$ cat config.mk
export PLATFORM = sky130hd
export DESIGN_NAME = if_stage
export DESIGN_NICKNAME = d
export VERILOG_FILES = /design/src/rtl/if_stage.sv
export SDC_FILE = /design/constraint.sdc
export NUM_CORES = 1
export LEC_CHECK = 0
export CORE_ASPECT_RATIO = 1.75
export CORE_MARGIN = 2
export CORE_UTILIZATION = 40
export DETAILED_ROUTE_END_ITERATION = 16
export PLACE_DENSITY_LB_ADDON = 0.25
export SLEW_MARGIN = 5
export SYNTH_ARGS = -nofsm -noshare
export SYNTH_HDL_FRONTEND = slang
export SYNTH_SLANG_ARGS = --single-unit
$ cat constraint.sdc
create_clock -name clk -period 1.9 [get_ports clk]
set_input_delay 0.38 -clock clk [delete_from_list [all_inputs] [get_ports clk]]
set_output_delay 0.38 -clock clk [all_outputs]
set_load 0.01 [all_outputs]
$ cat src/rtl/if_stage.sv
// if_stage: instruction fetch with a one-entry skid buffer and IF/ID register.
// The instruction memory answers one cycle after imem_en. A stall freezes the
// PC and IF/ID, and the single in-flight response is caught in the skid
// register. A redirect overrides a stall and flushes IF/ID to a NOP bubble.
// Optional build macro: IF_STAGE_BUBBLE_CNT_EN adds a saturating bubble_cnt output.
module if_stage #(
   parameter logic [8:0] RESET_PC = 9'h000
) (
   input  logic        clk,
   input  logic        rst_n,
   input  logic        stall,
   input  logic        redirect,
   input  logic [31:0] redirect_pc,
   output logic        imem_en,
   output logic [8:0]  imem_addr,
   input  logic [31:0] imem_rdata,
   output logic [49:0] if_id_q,
   output logic        if_id_valid
`ifdef IF_STAGE_BUBBLE_CNT_EN
   ,
   output logic [15:0] bubble_cnt
`endif
);

   localparam logic [31:0] NOP = 32'h0000_0013;

   logic [8:0]  fetch_pc;
   logic [8:0]  req_pc;
   logic        req_valid;
   logic [31:0] skid_inst;
   logic [8:0]  skid_pc;
   logic        skid_valid;
   logic [31:0] ifid_inst;
   logic [8:0]  ifid_pc;
   logic [8:0]  ifid_pc4;
   logic        ifid_valid;
   logic [8:0]  redir_addr;

   // Only the word-aligned low byte-address bits of the jump target matter.
   logic unused_redirect_bits;
   assign unused_redirect_bits = ^{redirect_pc[31:9], redirect_pc[1:0]};

   // Fetch request: a redirect always issues, otherwise issue unless stalled.
   always_comb begin
      redir_addr = {redirect_pc[8:2], 2'b00};
      imem_en    = rst_n & (redirect | ~stall);
      imem_addr  = redirect ? redir_addr : fetch_pc;
   end

   // Fetch PC, in-flight tag and skid buffer.
   always_ff @(posedge clk or negedge rst_n) begin
      if (!rst_n) begin
         fetch_pc   <= RESET_PC;
         req_pc     <= 9'h000;
         req_valid  <= 1'b0;
         skid_inst  <= NOP;
         skid_pc    <= 9'h000;
         skid_valid <= 1'b0;
      end else if (redirect) begin
         fetch_pc   <= redir_addr + 9'd4;
         req_pc     <= redir_addr;
         req_valid  <= 1'b1;
         skid_valid <= 1'b0;
      end else if (stall) begin
         // Catch the one response still coming back; nothing new is issued.
         if (req_valid && !skid_valid) begin
            skid_inst  <= imem_rdata;
            skid_pc    <= req_pc;
            skid_valid <= 1'b1;
            req_valid  <= 1'b0;
         end
      end else begin
         fetch_pc   <= fetch_pc + 9'd4;
         req_pc     <= fetch_pc;
         req_valid  <= 1'b1;
         skid_valid <= 1'b0;
      end
   end

   // IF/ID register: flush on redirect, hold on stall, skid drains first.
   always_ff @(posedge clk or negedge rst_n) begin
      if (!rst_n) begin
         ifid_inst  <= NOP;
         ifid_pc    <= 9'h000;
         ifid_pc4   <= 9'h000;
         ifid_valid <= 1'b0;
      end else if (redirect) begin
         ifid_inst  <= NOP;
         ifid_pc    <= 9'h000;
         ifid_pc4   <= 9'h000;
         ifid_valid <= 1'b0;
      end else if (!stall) begin
         if (skid_valid) begin
            ifid_inst  <= skid_inst;
            ifid_pc    <= skid_pc;
            ifid_pc4   <= skid_pc + 9'd4;
            ifid_valid <= 1'b1;
         end else begin
            ifid_inst  <= imem_rdata;
            ifid_pc    <= req_pc;
            ifid_pc4   <= req_pc + 9'd4;
            ifid_valid <= req_valid;
         end
      end
   end

   assign if_id_q     = {ifid_inst, ifid_pc, ifid_pc4};
   assign if_id_valid = ifid_valid;

`ifdef IF_STAGE_BUBBLE_CNT_EN
   logic new_bubble;
   assign new_bubble = redirect | (~stall & ~skid_valid & ~req_valid);

   // Count edges that load an invalid packet into IF/ID; stall holds are not bubbles.
   always_ff @(posedge clk or negedge rst_n) begin
      if (!rst_n) begin
         bubble_cnt <= 16'h0000;
      end else if (new_bubble && (bubble_cnt != 16'hFFFF)) begin
         bubble_cnt <= bubble_cnt + 16'd1;
      end
   end
`endif

endmodule

==> results of run 1 <==
## metrics by stage
stage          setup TNS, ns  cell area (um2)
6_report                   0             6210
5_1_grt                    0             6210
4_1_cts                    0             6200
3_5_place_dp          -0.813             5900
3_3_place_gp          -0.698             5900
2_1_floorplan              0             4730
## worst max-delay path by stage
| stage | to | slack (ns) |
|---|---|---|
| floorplan | fetch_pc[8]$_DFFE_PN0N_ | 0.13 |
| global placement | fetch_pc[8]$_DFFE_PN0N_ | -0.16 |
| detailed placement | fetch_pc[8]$_DFFE_PN0N_ | -0.18 |
| CTS | imem_en | 0.02 |
| global route | imem_addr[3] | 0.006 |
| finish | imem_addr[3] | 0.05 |
## power by group through the flow
stage | Combinational (mW) | Clock (mW) | Sequential [mW]
global route | 1.47 | 1.87 | 2.78
CTS | 1.35 | 1.80 | 2.74
global placement | 1.31 | 0 | 2.75
finish | 1.33 | 1.73 | 2.74
floorplan | 0.725 | 0 | 2.76
detailed placement | 1.35 | 0 | 2.78
## what timing repair did
item,in CTS,in global routing
hold endpoints to repair,0,0
buffers inserted,3,0
cloned,0,0
endpoints found under the setup margin,8,3
gates resized for setup,8,3
## cell type report
cell class,instances,share of cell area [%]
timing repair buffer,129,19.6
multi-input combinational,292,31.6
clock inverter,3,0.322
clock buffer,13,4.19
sequential,102,41.2
tap,135,2.72
inverter,6,0.362
## worst max-delay path, delay by kind of cell
family | cells | cell delay (ns)
buffers and inverters | 4 | 0.91
muxes | 1 | 0.18
## state kept, by name, indices dropped and copies added, names as in the netlist
register     count
skid_inst       32
req_pc           7
ifid_inst       32
fetch_pc         7
skid_pc          7
if_id_valid      1
skid_valid       1
req_valid        1
ifid_pc4         7
ifid_pc          7
## kinds of logic after synthesis
| family | count (synthesis) | synth area share (%) |
|---|---|---|
| multiplexers | 93 | 21.0 |
| XOR/XNOR | 5 | 0.929 |
| adder cells (fa/ha/maj) | 2 | 0.531 |
| buffers and inverters | 40 | 4.75 |
| flip-flops | 102 | 54.3 |
| AO/OA/AOI/OAI | 54 | 6.42 |
| other | 1 | 0.0795 |
| AND/OR/NAND/NOR | 132 | 12.0 |
## layout by cell type, fill, tap and decap left out, types with 3 or more instances in the layout
master	count
nand2b_1	3
mux2_1	10
dfstp_2	6
clkdlybuf4s50_1	87
nand2_1	11
nor3_1	5
inv_1	6
a221o_1	3
mux2_2	37
xnor2_1	3
dlygate4sd2_1	6
buf_4	32
conb_1	6
mux2i_1	45
clkbuf_16	9
nor2_1	98
a21oi_1	44
dfrtp_1	95
## layer usage
| metal | track usage (%) | up-vias | part of all wire (%) |
|---|---|---|---|
| met2 | 30.5 | 71 | 55 |
| met3 | 2.85 | 12 | 3.7 |
| met1 | 20.1 | 1687 | 40 |
| li1 | - | 1667 | - |
| met4 | 6.90 | 0 | 1.6 |
| met5 | 0 | - | 0 |
==> results.yml, run 1 <==
logic_synthesis:
  yosys_register_bits: 102
  seq_area_frac_synth_pct: 54.3
  avgSynthCellArea_um2: 11.0
  synth_enable_flop_cells: 0
  synth.most_common_cell: "nor2_1"
  synthTopCellsByCount: "98 x nor2_1, 96 x dfrtp_1, 46 x mux2i_1, 44 x a21oi_1, 37 x mux2_2"
  synth_cells: 429
  synth_top_area_cell: "dfrtp_1"
  yosysWarnings: 0
  ys_async_sr_fraction_pct: 100
  synth_cell_types: 37
  syn_area_um2: 4720
  synth_area_leaders: "dfrtp_1 51%, mux2i_1 9.8%, mux2_2 8.8%"
  ys.flop_type: "dfrtp_1"
  synth_top_area_share_pct: 50.9
timing:
  slew_viol_final: 0
  worst_slew_pin_slew_ns: 0.688
  rsz0062_at_grt: "false"
  worst_slack_ns: 0.0520
  fmax_mhz: 541
  hold_slack_ns: 0.174
  period_share_pct: 97.3
  hold_viol: 0
  finalClockSkew_ns: 0.00666
  min_period_ns: 1.85
  max-slew-margin-rel_pct: 54.1
  finalSetupViolations: 0
clock_tree:
  hold_buffers: 0
  clkLatencyLatePin_ns: 0.34
  path_clk_slew_ns: 0.06
  clock_path_buffers: 2
  cts_buffers: 9
  cts_tree: "done"
  clock-sinks: 102
  cts.htree.levels: 3
  clk_root_buffer_cell: "clkbuf_16"
drt:
  drc: 0
  vias: 3437
  via_per_inst: 5.05
  dr.pass1.iters: 4
  wl_per_cell_um: 15.7
  wirelength_um: 10700
  ant_nets: 0
  drt-initial-drc-count: 145
placement:
  place_congestion: 0.739
  port_buffers: 97
  place_ws_ns: -0.182
  hpwl_um: 7330
  dp.cells: 661
critical_path:
  cp_cell_sequence: "clkdlybuf4s50_1 -> mux2i_2 -> inv_1 -> buf_4 -> dlygate4sd2_1"
  crit_path_max_incr_delay_ns: 0.42
  crit_start: "redirect_pc[3]"
  r2r_cells: 4
  start_kind: "input port"
  path_class: "input port to output port"
  crit_path_end_kind: "output port"
  critical_path_required_ns: 1.52
  regToRegEndpoint: "ifid_inst[1]$_DFFE_PN1N_"
  rrSetupSlack_ns: 0.25
  r2r-start: "skid_valid$_DFFE_PN0P_"
  crit_slowest_cell: "clkdlybuf4s50_1"
  critPathArrivalTime_ns: 1.47
  crit_fanout: 2
die:
  initial_core_util_pct: 40.9
  fp.dieW_um: 86.1
  core_area_um2: 11500
  die-area_um2: 12700
  rows: 52
  ios: 129
  die_y_um: 148
global_route:
  gr-total-overflow: 0
  grt_pass1_vias: 3414
  grt_pass1_wl_um: 17000
  antenna_found_initial: 0
  grt_start_max_net_pins: 82
  track_usage_pct: 17.1
finish:
  insertedDiodeCount: 0
  fin_nets: 610
  stdcell_count: 680
  drive_above_1_share_pct: 17.8
  syn2layout_area_growth_pct: 31.8
  fillers: 1038
  multi_input_area_um2: 1960
  register_area_um2: 2560
  post-route-util_pct: 54.0
pwr:
  power.leakage_nw: 2.74
  clkPwrFrac_pct: 29.8
  p_per_area_nw_per_um2: 934
  power_switching_mw: 1.57
  pwr-share-comb_pct: 23.0
  switching_share_pct: 27.1
  vdd.ir_drop.worst_mv: 0.489
  internal_power_mw: 4.23
  finalPower_mw: 5.80
  p_seq_share_pct: 47.2
status:
  status: "completed"
hold_path:
  hold_class: "input port to asynchronous set/reset pin"
job:
  drv_cap: 0
No activity file was read; power rests on OpenSTA's default activity.
==> run 2: changes to the inputs <==
--- a/config.mk
+++ b/config.mk
@@ -5,6 +5,7 @@
 export SDC_FILE = /design/constraint.sdc
 export NUM_CORES = 1
 export LEC_CHECK = 0
+export ABC_CLOCK_PERIOD_IN_PS = 1900
 export CORE_ASPECT_RATIO = 1.75
 export CORE_MARGIN = 2
 export CORE_UTILIZATION = 40
==> results of run 2 <==
Final layout, timing and power as in run 1 (identical DEF).
